<file path="src/rtl/stack_alu_pkg.sv">
// Shared command encodings, ALU operation codes and sequencer state type
// for the operand-stack ALU front end.
package stack_alu_pkg;

    localparam logic [1:0] OP_PUSH = 2'b00;
    localparam logic [1:0] OP_POP  = 2'b01;
    localparam logic [1:0] OP_EXEC = 2'b10;
    localparam logic [1:0] OP_NOP  = 2'b11;

    localparam logic [2:0] ALU_ADD = 3'b000;
    localparam logic [2:0] ALU_SUB = 3'b001;
    localparam logic [2:0] ALU_AND = 3'b010;
    localparam logic [2:0] ALU_OR  = 3'b011;
    localparam logic [2:0] ALU_XOR = 3'b100;
    localparam logic [2:0] ALU_SHL = 3'b101;
    localparam logic [2:0] ALU_SHR = 3'b110;

    typedef enum logic [1:0] {
        StIdle  = 2'b00,
        StLoad  = 2'b01,
        StExec  = 2'b10,
        StWrite = 2'b11
    } state_e;

endpackage

</file>
<file path="src/rtl/operand_stack.sv">
// Plain DEPTH x WIDTH register file with one write port and two read ports.
// Index arithmetic lives in the parent, which owns the entry count.
module operand_stack #(
    parameter int unsigned DEPTH = 8,
    parameter int unsigned WIDTH = 16
) (
    input  logic                     i_clk,
    input  logic                     i_we,
    input  logic [$clog2(DEPTH)-1:0] i_waddr,
    input  logic [WIDTH-1:0]         i_wdata,
    input  logic [$clog2(DEPTH)-1:0] i_raddr_top,
    input  logic [$clog2(DEPTH)-1:0] i_raddr_sec,
    output logic [WIDTH-1:0]         o_rdata_top,
    output logic [WIDTH-1:0]         o_rdata_sec
);

    logic [WIDTH-1:0] r_mem [DEPTH];

    // Contents are left uninitialised; the parent's count decides validity.
    always_ff @(posedge i_clk) begin
        if (i_we) begin
            r_mem[i_waddr] <= i_wdata;
        end
    end

    assign o_rdata_top = r_mem[i_raddr_top];
    assign o_rdata_sec = r_mem[i_raddr_sec];

endmodule

</file>
<file path="src/rtl/stack_alu_sequencer.sv">
// Operand-stack sequencer: accepts PUSH/POP/EXEC, feeds the top two entries to an
// external combinational ALU and writes the result back as a single entry.
module stack_alu_sequencer
    import stack_alu_pkg::*;
#(
    parameter int unsigned DEPTH = 8,
    parameter int unsigned WIDTH = 16
) (
    input  logic                       clk,
    input  logic                       rst,
    input  logic                       cmd_valid,
    output logic                       cmd_ready,
    input  logic [1:0]                 cmd_op,
    input  logic [2:0]                 cmd_code,
    input  logic [WIDTH-1:0]           cmd_data,
    output logic [WIDTH-1:0]           alu_operand1,
    output logic [WIDTH-1:0]           alu_operand2,
    output logic [2:0]                 alu_code,
    input  logic [WIDTH-1:0]           alu_result,
    output logic [WIDTH-1:0]           top,
    output logic [$clog2(DEPTH+1)-1:0] count,
    output logic                       err
);

    localparam int unsigned CW = $clog2(DEPTH + 1);
    localparam int unsigned AW = $clog2(DEPTH);
    localparam logic [CW-1:0] DEPTH_C = CW'(DEPTH);

    state_e           r_state, w_state_d;
    logic [CW-1:0]    r_count, w_count_d;
    logic             r_err, w_err_d;
    logic [WIDTH-1:0] r_op1, w_op1_d;
    logic [WIDTH-1:0] r_op2, w_op2_d;
    logic [2:0]       r_code, w_code_d;
    logic [WIDTH-1:0] r_result, w_result_d;

    logic             w_we;
    logic [AW-1:0]    w_waddr;
    logic [WIDTH-1:0] w_wdata;
    logic [AW-1:0]    w_top_idx, w_sec_idx;
    logic [WIDTH-1:0] w_top_data, w_sec_data;

    assign w_top_idx = AW'(r_count - CW'(1));
    assign w_sec_idx = AW'(r_count - CW'(2));

    operand_stack #(
        .DEPTH (DEPTH),
        .WIDTH (WIDTH)
    ) u_stack (
        .i_clk       (clk),
        .i_we        (w_we && !rst),
        .i_waddr     (w_waddr),
        .i_wdata     (w_wdata),
        .i_raddr_top (w_top_idx),
        .i_raddr_sec (w_sec_idx),
        .o_rdata_top (w_top_data),
        .o_rdata_sec (w_sec_data)
    );

    always_comb begin
        w_state_d  = r_state;
        w_count_d  = r_count;
        w_err_d    = 1'b0;
        w_op1_d    = r_op1;
        w_op2_d    = r_op2;
        w_code_d   = r_code;
        w_result_d = r_result;
        w_we       = 1'b0;
        w_waddr    = AW'(r_count);
        w_wdata    = cmd_data;

        unique case (r_state)
            StIdle: begin
                if (cmd_valid) begin
                    unique case (cmd_op)
                        OP_PUSH: begin
                            if (r_count < DEPTH_C) begin
                                w_we      = 1'b1;
                                w_count_d = r_count + CW'(1);
                            end else begin
                                w_err_d = 1'b1;
                            end
                        end
                        OP_POP: begin
                            if (r_count != '0) begin
                                w_count_d = r_count - CW'(1);
                            end else begin
                                w_err_d = 1'b1;
                            end
                        end
                        OP_EXEC: begin
                            if (r_count >= CW'(2)) begin
                                w_code_d  = cmd_code;
                                w_op1_d   = w_sec_data;
                                w_op2_d   = w_top_data;
                                w_state_d = StLoad;
                            end else begin
                                w_err_d = 1'b1;
                            end
                        end
                        OP_NOP: begin
                        end
                    endcase
                end
            end
            StLoad: w_state_d = StExec;
            StExec: begin
                w_result_d = alu_result;
                w_state_d  = StWrite;
            end
            // Overwrite the lower operand slot; dropping count by one discards the upper.
            StWrite: begin
                w_we      = 1'b1;
                w_waddr   = w_sec_idx;
                w_wdata   = r_result;
                w_count_d = r_count - CW'(1);
                w_state_d = StIdle;
            end
        endcase
    end

    always_ff @(posedge clk) begin
        if (rst) begin
            r_state  <= StIdle;
            r_count  <= '0;
            r_err    <= 1'b0;
            r_op1    <= '0;
            r_op2    <= '0;
            r_code   <= '0;
            r_result <= '0;
        end else begin
            r_state  <= w_state_d;
            r_count  <= w_count_d;
            r_err    <= w_err_d;
            r_op1    <= w_op1_d;
            r_op2    <= w_op2_d;
            r_code   <= w_code_d;
            r_result <= w_result_d;
        end
    end

    assign cmd_ready    = (r_state == StIdle);
    assign alu_operand1 = r_op1;
    assign alu_operand2 = r_op2;
    assign alu_code     = r_code;
    assign top          = (r_count == '0) ? '0 : w_top_data;
    assign count        = r_count;
    assign err          = r_err;

endmodule

</file>
<file path="config.mk">
export PLATFORM = sky130hd
export DESIGN_NAME = stack_alu_sequencer
export DESIGN_NICKNAME = d
export VERILOG_FILES = /design/src/rtl/stack_alu_pkg.sv /design/src/rtl/operand_stack.sv /design/src/rtl/stack_alu_sequencer.sv
export SDC_FILE = /design/constraint.sdc
export NUM_CORES = 1
export LEC_CHECK = 0
export CAP_MARGIN = 10
export CORE_MARGIN = 2
export CORE_UTILIZATION = 45
export CTS_CLUSTER_SIZE = 16
export DETAILED_ROUTE_END_ITERATION = 10
export PLACE_DENSITY = 0.66
export SKIP_LAST_GASP = 1
export SYNTH_ARGS = -nofsm -noshare
export SYNTH_HDL_FRONTEND = slang
export SYNTH_HIERARCHICAL = 1
export SYNTH_SLANG_ARGS = --single-unit
export TNS_END_PERCENT = 10
</file>
<file path="constraint.sdc">
create_clock -name clk -period 5.6 [get_ports clk]
set_clock_uncertainty 0.1 [all_clocks]
set_input_delay 0.84 -clock clk [delete_from_list [all_inputs] [get_ports clk]]
set_output_delay 0.84 -clock clk [all_outputs]
set_load 0.1 [all_outputs]
</file>
### Word-level counts from Yosys, hierarchy flattened

Memories as Yosys holds them, arrays and structs flattened. A register that Yosys moved wholly into a read port is not among the register bits.
Index checks and enable logic that the tools add are counted.

* flip-flop bits (word level): 42
* bits in latches: 0
* logic and storage cells: 58
* output and inout port bits: 57
* input port bits: 40
* bits in writable memories: 128
* memories kept: 1
* ROM bits: 0

* multiply operators: 0
* equal/unequal tests: 11
* $lt $le $gt $ge: 2
* muxes and demuxes: 22
* shift operators: 0
* reductions and logical operators: 11
* bitwise logic cells: 2
* div/mod/pow operators: 0
* add/sub/neg operators: 3

Memory list
* u_stack.r_mem: depth 8, bits a word 16, rd ports 2, clocked after memory_dff 1, write ports 1, RTL line operand_stack.sv:17 `logic [WIDTH-1:0] r_mem [DEPTH];`

Operators with widths (count)
* $mux W16: 2
* $pmux W4 S2: 2
* $mux W4: 3
* $mux W1: 8
* $pmux W2 S4: 1
* $eq A2 B2 Y1 const B: 3
* $mux W2: 3
* $ne A3 B3 Y1 const B: 2
* $reduce_and A5 Y1: 1
* $add A4 B1 Y4 const B: 1
* $eq A2 B1 Y1 const B: 2
* $ge A4 B2 Y1 const B: 1
* $logic_not A2 Y1: 2
* $logic_not A4 Y1: 1
* $lt A4 B4 Y1 const B: 1
* $ne A2 B1 Y1 const B: 2
* $reduce_and A4 Y1: 1
* $reduce_bool A4 Y1: 1
* $sub A4 B1 Y4 const B: 1
* $mux W3: 1
* $ne A3 B1 Y1 const B: 1
* $pmux W1 S3: 1
* $reduce_and A3 Y1: 1
* $reduce_or A3 Y1: 1
* 7 further kinds: 8

### Longest topological paths before layout

* depth in word-level cells: 8
* mapped depth: 9
* mapped depth without buffers: 8

### By module

Netlist, hierarchy kept.

Modules (own cells, without submodules)
* operand_stack: seq. area each 3843.7 µm², cells each 255, instances 1, area an instance 6044.5 µm²
* stack_alu_sequencer: seq. area each 1161.1 µm², cells each 332, instances 1, area an instance 2793.9 µm²

### Least setup slack after synthesis

Ideal clock, no wire load.

* kind: reg2out
* start: register r_count[1], in the netlist count[1]
* end: output port top[0]
* data required time: 4660 ps
* stages on the path, launching flop included: 8
* arrival: 3942 ps
* setup slack: 718 ps
* path buffers: 1
* cells stage by stage: dfxtp_1 -> inv_1 -> ha_1 -> xor2_1 -> buf_1 -> mux4_2 -> mux2_2 -> nor2b_1

* longest elaborated chain between the ends: 3
* elaborated cells on any way between the ends: 4
* classes of those cells: add/sub (1); mux (1); reduce/logical (1); memory (1)

RTL lines
* start: declaration: RTL line stack_alu_sequencer.sv:30 `logic [CW-1:0] r_count, w_count_d;`
* start signal: assignment: RTL line stack_alu_sequencer.sv:133 `r_count <= w_count_d;`
* $sub A4 B1 Y4
* named net w_top_idx[2]: RTL line stack_alu_sequencer.sv:40 `logic [AW-1:0] w_top_idx, w_sec_idx;`
* $mem_v2 Z8 W16
* named net w_top_data[0]: RTL line stack_alu_sequencer.sv:41 `logic [WIDTH-1:0] w_top_data, w_sec_data;`
* $mux W16: RTL line stack_alu_sequencer.sv:146 `assign top = (r_count == '0) ? '0 : w_top_data;`
* end: declaration: RTL line stack_alu_sequencer.sv:20 `output logic [WIDTH-1:0] top,`

The timed path passes the listed nets, and every way through them passes these cells.

### Final worst setup path

* start: register r_count[1], in the netlist count[1]
* end: output port top[8]

The elaborated chain is that of the path after synthesis.

==> flow_summary.yaml <==
status:
  status: "finished clean"
place:
  gp_congestion: 0.791
  place_inst: 913
  portBuffers: 96
  place.detailed.hpwl_mm: 13.2
yosys:
  yosysWarnings: 6
  seq_area_frac_synth_pct: 56.6
  synth_area_sq_um: 8840
  synth_cell_types: 47
  synth_top_cell_area_share_pct: 43.5
  ys_seq_elements: 186
  syn_nets: 637
  synth_top_area_cell: "edfxtp_1"
  synthesis.instances: 587
  synth_area_per_cell_sq_um: 15.1
  ys_top_cells_by_area: "edfxtp_1, mux4_1, dfxtp_1, mux2_2, nand2_1"
floorplanning:
  die_w_um: 144
  die_area_sq_um: 20800
  pin_count: 97
  start_util_pct: 45.6
  core_area_sq_um: 19400
  num_rows: 51
  die_height_um: 144
layout:
  finalNonFillerCells: 948
  multiInputGateArea_sq_um: 3590
  drive_gt1_share_pct: 18.4
  fill_cells: 1598
  layout.nets: 720
  area_delta_synth_final_pct: 19.8
  seq_area_sq_um: 5010
  num_antenna_cells: 0
drt:
  wire_per_inst_um: 21.7
  via_per_inst: 5.68
  drtAntennaViolNets: 0
  num_vias: 5382
  drt_iter0_drc: 350
  wirelength_mm: 20.6
  drtPass1Iterations: 5
  remaining_drc_errors: 0
critical_path:
  worst_setup_path_start_kind: "register"
  crit_type: "reg -> out"
  cp.required_ps: 4660
  ff2ff_path_depth: 6
  crit_fanout: 28
  end_kind: "output port"
  arrival_ps: 3520
worst_hold_path:
  hold_class: "reg -> reg"
  hold_depth: 2
sta:
  fin_crit_ps: 4460
  relSlewSlack_pct: 22.4
  worst_pin_slew_ps: 1160
  rsz0062_at_grt: "no"
  tns_ps: 0
  fin_crit_sh_pct: 79.7
  max_freq_mhz: 224
  drv_slew: 0
  hold_viol_final: 0
  setup_viol_count_final: 0
cts:
  cts_resized: 0
  post_cts_buffers: 0
  insertion_delay_ps: 430
  cts_num_sinks: 186
  clkTransAtPathRegs_ps: 70
  cts_tree: "yes"
  cts_made_buffers: 17
  h-tree-depth: 4
  cts_root_buffer: "clkbuf_16"
  cts_max_path_buffers: 2
  holdBufCountCts: 0
power_and_ir_drop:
  leakage_nw: 3.61
  ir_worst_vdd_mv: 0.278
  p_per_area_nw_per_um2: 525
grt:
  grt_max_degree: 64
  grt_antenna_before_repair: 0
  grt_pass1_vias: 5279
  overflow: 0
  grt_pass1_wl_mm: 31.0
  grt_usage_pct: 20.6
job:
  cap_viol_max_count: 0
-- layout make-up --
type                    count  share of cell area, %
flip-flops and latches    186                   47.3
repair buffers            107                   10.0
multi-input cells         348                   33.9
inverters                  10                  0.354
well taps                 265                   3.13
clock buffers              25                   4.49
clock inverters             7                  0.839
-- routing by layer --
metal	part of all wire, %	GRT usage [%]
met5	0	0
met4	1.4	6.54
met3	6.0	4.07
met2	49	33.3
met1	44	28.4
-- sequential cells by signal, summed over array words and instances (netlist names) --
| name | flops |
|---|---|
| err | 1 |
| count | 4 |
| alu_operand2 | 16 |
| r_state | 2 |
| r_result | 16 |
| u_stack/r_mem | 128 |
| alu_operand1 | 16 |
| alu_code | 3 |
-- placed cells by master (no fill, tap or decap), types with 3 or more instances in the layout --
master / synthesis / routed
mux2_2: 48 / 48
mux4_1: 56 / 56
nor2b_1: 16 / 16
dfxtp_1: 58 / 57
clkbuf_16: 0 / 17
mux2i_1: 16 / 16
a21oi_1: 40 / 40
nand2b_1: 5 / 5
clkdlybuf4s50_1: 0 / 79
nor2_1: 26 / 20
clkbuf_1: 16 / 6
ha_1: 10 / 10
nor3_1: 6 / 4
or3_1: 3 / 3
nor4_1: 3 / 3
mux4_2: 8 / 8
nor2_2: 0 / 6
buf_4: 5 / 24
inv_1: 10 / 10
buf_16: 0 / 3
edfxtp_1: 128 / 128
nand2_1: 78 / 78
-- synth_stat cells (all sizes together) --
master,n
mux2,48
nor2b,17
mux4,64
or4b,1
nand2b,5
nor4,3
clkbuf,18
nor2,26
a22oi,1
xor2,2
edfxtp,128
buf,25
inv,10
nor3,7
o41ai,1
a21oi,42
dfxtp,58
nand2,78
and2b,1
o31ai,2
nor4bb,1
o2111ai,1
nand3,2
a211o,2
o31a,1
nor3b,2
mux2i,16
a21o,1
or3,4
nand3b,1
o21ai,4
xnor2,1
o211ai,1
nand4b,2
ha,10
o2bb2ai,1
-- worst paths after layout --
| path | startpoint | to | slack (ps) |
|---|---|---|---|
| worst max register to register | count[1] | u_stack/r_mem[6][12] | 2330 |
| worst min register to register | alu_operand2[0] | alu_operand2[0] | 350 |
| worst min-delay path | alu_operand2[0] | alu_operand2[0] | 350 |
| worst max-delay path | count[1] | top[8] | 1140 |
-- power breakdown --
group	leakage [nW]	internal, W	switching, W
Clock	0.271	0.000679	0.000489
Combinational	1.72	0.000949	0.00186
Sequential	1.62	0.00153	0.0000501
-- worst max-delay path, cell delays in order, from the launching register on --
cell	delay (ps)
dfxtp_1	500
inv_1	340
ha_1	330
xor2_2	330
buf_4	430
mux4_1	420
mux2_2	320
nor2b_1	130
buf_4	280
-- kinds of logic (layout without fill, tap and decap cells) --
family / count (synthesis) / after routing / synth area share (%)
compound gates: 57 / 57 / 3.71
xor+xnor: 3 / 3 / 0.297
fa+ha+maj: 10 / 10 / 1.42
buf+inv: 53 / 149 / 3.24
flops: 186 / 186 / 56.6
mux: 128 / 128 / 26.6
simple gates: 150 / 150 / 8.10
-- per-stage QoR --
stage	hold slack (ps)	worst slack, ps	cell area (sq um)	power [W]	utilization, %
2_1_floorplan	354	718	8840	0.00384	-
5_1_grt	381	968	10600	0.00577	54.6
3_3_place_gp	341	1610	9940	0.00436	51.3
3_5_place_dp	348	1580	9940	0.00439	51.3
4_1_cts	356	1110	10500	0.00557	54.2
6_report	354	1140	10600	0.00556	54.6
Power figures use the tool's default switching activity.
==> patch (same flow settings) <==
Register the output `count` once more, with the module's reset; this adds one clock of latency there. The other outputs are not delayed to match.
--- a/src/rtl/stack_alu_sequencer.sv
+++ b/src/rtl/stack_alu_sequencer.sv
@@ -145,5 +145,11 @@
     assign alu_code     = r_code;
     assign top          = (r_count == '0) ? '0 : w_top_data;
-    assign count        = r_count;
+    always_ff @(posedge clk) begin
+        if (rst) begin
+            count <= '0;
+        end else begin
+            count <= r_count;
+        end
+    end
     assign err          = r_err;
 
Check against the original RTL: not equivalent (Yosys sat finds a counterexample within 4 cycles, from zero or initial values and one cycle with rst high).
==> patch against the original RTL <==
Area after synthesis grew 0.37%. Critical endpoint is now top[9]. Register-to-register slack lost 0.12 ns. Highest routed layer unchanged. Design area is essentially flat. Combinational power shrank 17%. Power shrank 8.3%. Sequential cell count grew 4. Setup slack lost 0.049 ns. Non-clock buffer count shrank 1. Count of clock-buffer cells in the layout shrank 8. Routed wire length shrank 5.7%.
==> patch: results (changes against the original RTL) <==
----------------------------------------------------
[Placement]
  Placer Congestion ... 0.763 (was 0.791)
  Post-Place Setup Slack ... 1.46 ns (was 1.58 ns)
  HPWL after detailed placement ... 12300 um (was 13200 um)
  Count of input and output buffers ... 96 (unchanged)
  # placed instances ... 916 (was 913)
  Dpl cell area ... 0.0100 mm^2 (was 0.00994 mm^2)

[Synthesis]
  Share of synthesized registers carrying an async set or reset ... 0 (unchanged)
  Synth warnings ... 6 (unchanged)
  Number of flops mapped to enable cells by yosys ... 128 (unchanged)
  Most common library cells after synthesis ... 128 x edfxtp_1, 76 x nand2_1, 62 x dfxtp_1 (was 128 x edfxtp_1, 78 x nand2_1, 58 x dfxtp_1)
  Register area share after synthesis ... 0.573 (was 0.566)
  Cells after Synth ... 586 (was 587)
  Post-synthesis cell type count ... 39 (was 47)
  Top FF cell, synth ... edfxtp_1 (unchanged)
  Top post-synthesis cells by area ... edfxtp_1 43%, mux4_1 17%, dfxtp_1 14% (was edfxtp_1 43%, mux4_1 17%, dfxtp_1 13%)
  Synthesized net count ... 636 (was 637)

[Drt]
  Number of search-and-repair iterations in the first detailed-routing pass ... 4 (was 5)
  Detailed Route Iter0 Violations ... 379 (was 350)
  Via-to-Cell Ratio ... 5.55 (was 5.68)
  Per-cell routed wire length ... 20.4 um (was 21.7 um)
  Residual DRC ... 0 (unchanged)

[Layout]
  Share of layout cells above drive strength 1 ... 0.190 (was 0.184)
  Register with the most flip-flops ... u_stack/r_mem (unchanged)
  Flip-flop count of the largest register after layout ... 128 (unchanged)
  Antenna diode count ... 0 (unchanged)
  Final cell count without fillers ... 949 (was 948)
  Filler cell count in the final layout ... 1589 (was 1598)
  Net count of the finished layout ... 721 (was 720)

[Pwr]
  Worst supply voltage drop on vdd ... 0.270 mV (was 0.278 mV)
  Pleak ... 0.00363 uW (was 0.00361 uW)

[Critical path]
  Maximum fanout along the worst path ... 33 (was 28)
  Arrival time at the worst endpoint ... 3.57 ns (was 3.52 ns)
  Top cell family by delay on the critical path ... buffers and inverters (unchanged)
  Crit path largest cell delay ... 0.78 ns (was 0.50 ns)
  Worst path slowest cell ... inv_1 (was dfxtp_1)

[GRT]
  Wire length of the first global-routing pass ... 29300 um (was 31000 um)
  Number of global-route vias before repair ... 5105 (was 5279)
  Number of antenna violations at the first check in global routing ... 0 (unchanged)
  Maximum number of pins on one net before global-route repair ... 67 (was 64)
  Total global-route track usage ... 0.193 (was 0.206)

[Min path]
  Classification of the worst-slack hold path ... reg -> reg (unchanged)

[CTS]
  Clk_lat worst skew ... 0.44 ns
  Number of buffers inserted during clock tree synthesis ... 17 (unchanged)
  Number of setup buffers added after CTS ... 0 (unchanged)
  Reg clk slew, reported paths ... 0.07 ns (about the same)
  Clock tree root buffer cell ... clkbuf_16 (unchanged)
  Maximum level of the CTS H-tree ... 4 (unchanged)

[Timing]
  Relative slew slack ... 0.201 (was 0.224)

[Outcome]
  Status ... complete, no violations (unchanged)

----------------------------------------------------
-- patch: cell count changes after synthesis, sizes merged, moves of 2 or more --
cell / change
a2111oi: +2
buf: -4
dfxtp: +4
nand2: -2
nand2b: +2
nor2: +2
nor2b: +3
o31ai: -2
-- patch: worst paths after layout --
check / depth (start not counted) / endpoint / startpoint / slack, ns
setup / recovery: 8 / top[9] / r_count[1] / 1.09
hold / removal: 2 / alu_operand2[13] / alu_operand2[13] / 0.35
setup reg to reg: 5 / u_stack/r_mem[7][13] / r_count[1] / 2.21
hold reg to reg: 2 / alu_operand2[13] / alu_operand2[13] / 0.35
-- patch: logic make-up (layout without fill, tap and decap cells) --
| family | Yosys count | count (layout) | share of synthesized area |
|---|---|---|---|
| compound gates | 54 | 54 | 0.0348 |
| xor+xnor | 2 | 2 | 0.00197 |
| fa+ha+maj | 10 | 10 | 0.0141 |
| buf+inv | 49 | 147 | 0.0303 |
| flops | 190 | 190 | 0.573 |
| mux | 130 | 130 | 0.268 |
| simple gates | 151 | 151 | 0.0780 |
-- patch: power by group --
| part | leakage [uW] | internal, uW | switching (uW) |
|---|---|---|---|
| Clock | 0.000286 | 595 | 574 |
| Sequential | 0.00165 | 1560 | 41.1 |
| Combinational | 0.00169 | 783 | 1540 |
-- patch: layout make-up --
class                      instances  area [um^2]  area share
clock inverter                    15          146      0.0138
clock buffer                      17          425      0.0402
tap                              265          332      0.0313
timing repair buffer             106          995      0.0940
inverter                           9         33.8     0.00319
sequential                       190         5090       0.481
multi-input combinational        347         3560       0.337
-- patch: layer usage --
layer / up-vias / wire [um] / global-route usage
li1: 2442 / - / -
met1: 2649 / 8850 / 0.274
met2: 167 / 9270 / 0.305
met3: 13 / 1080 / 0.0430
met4: 0 / 180 / 0.0470
met5: - / 0 / 0
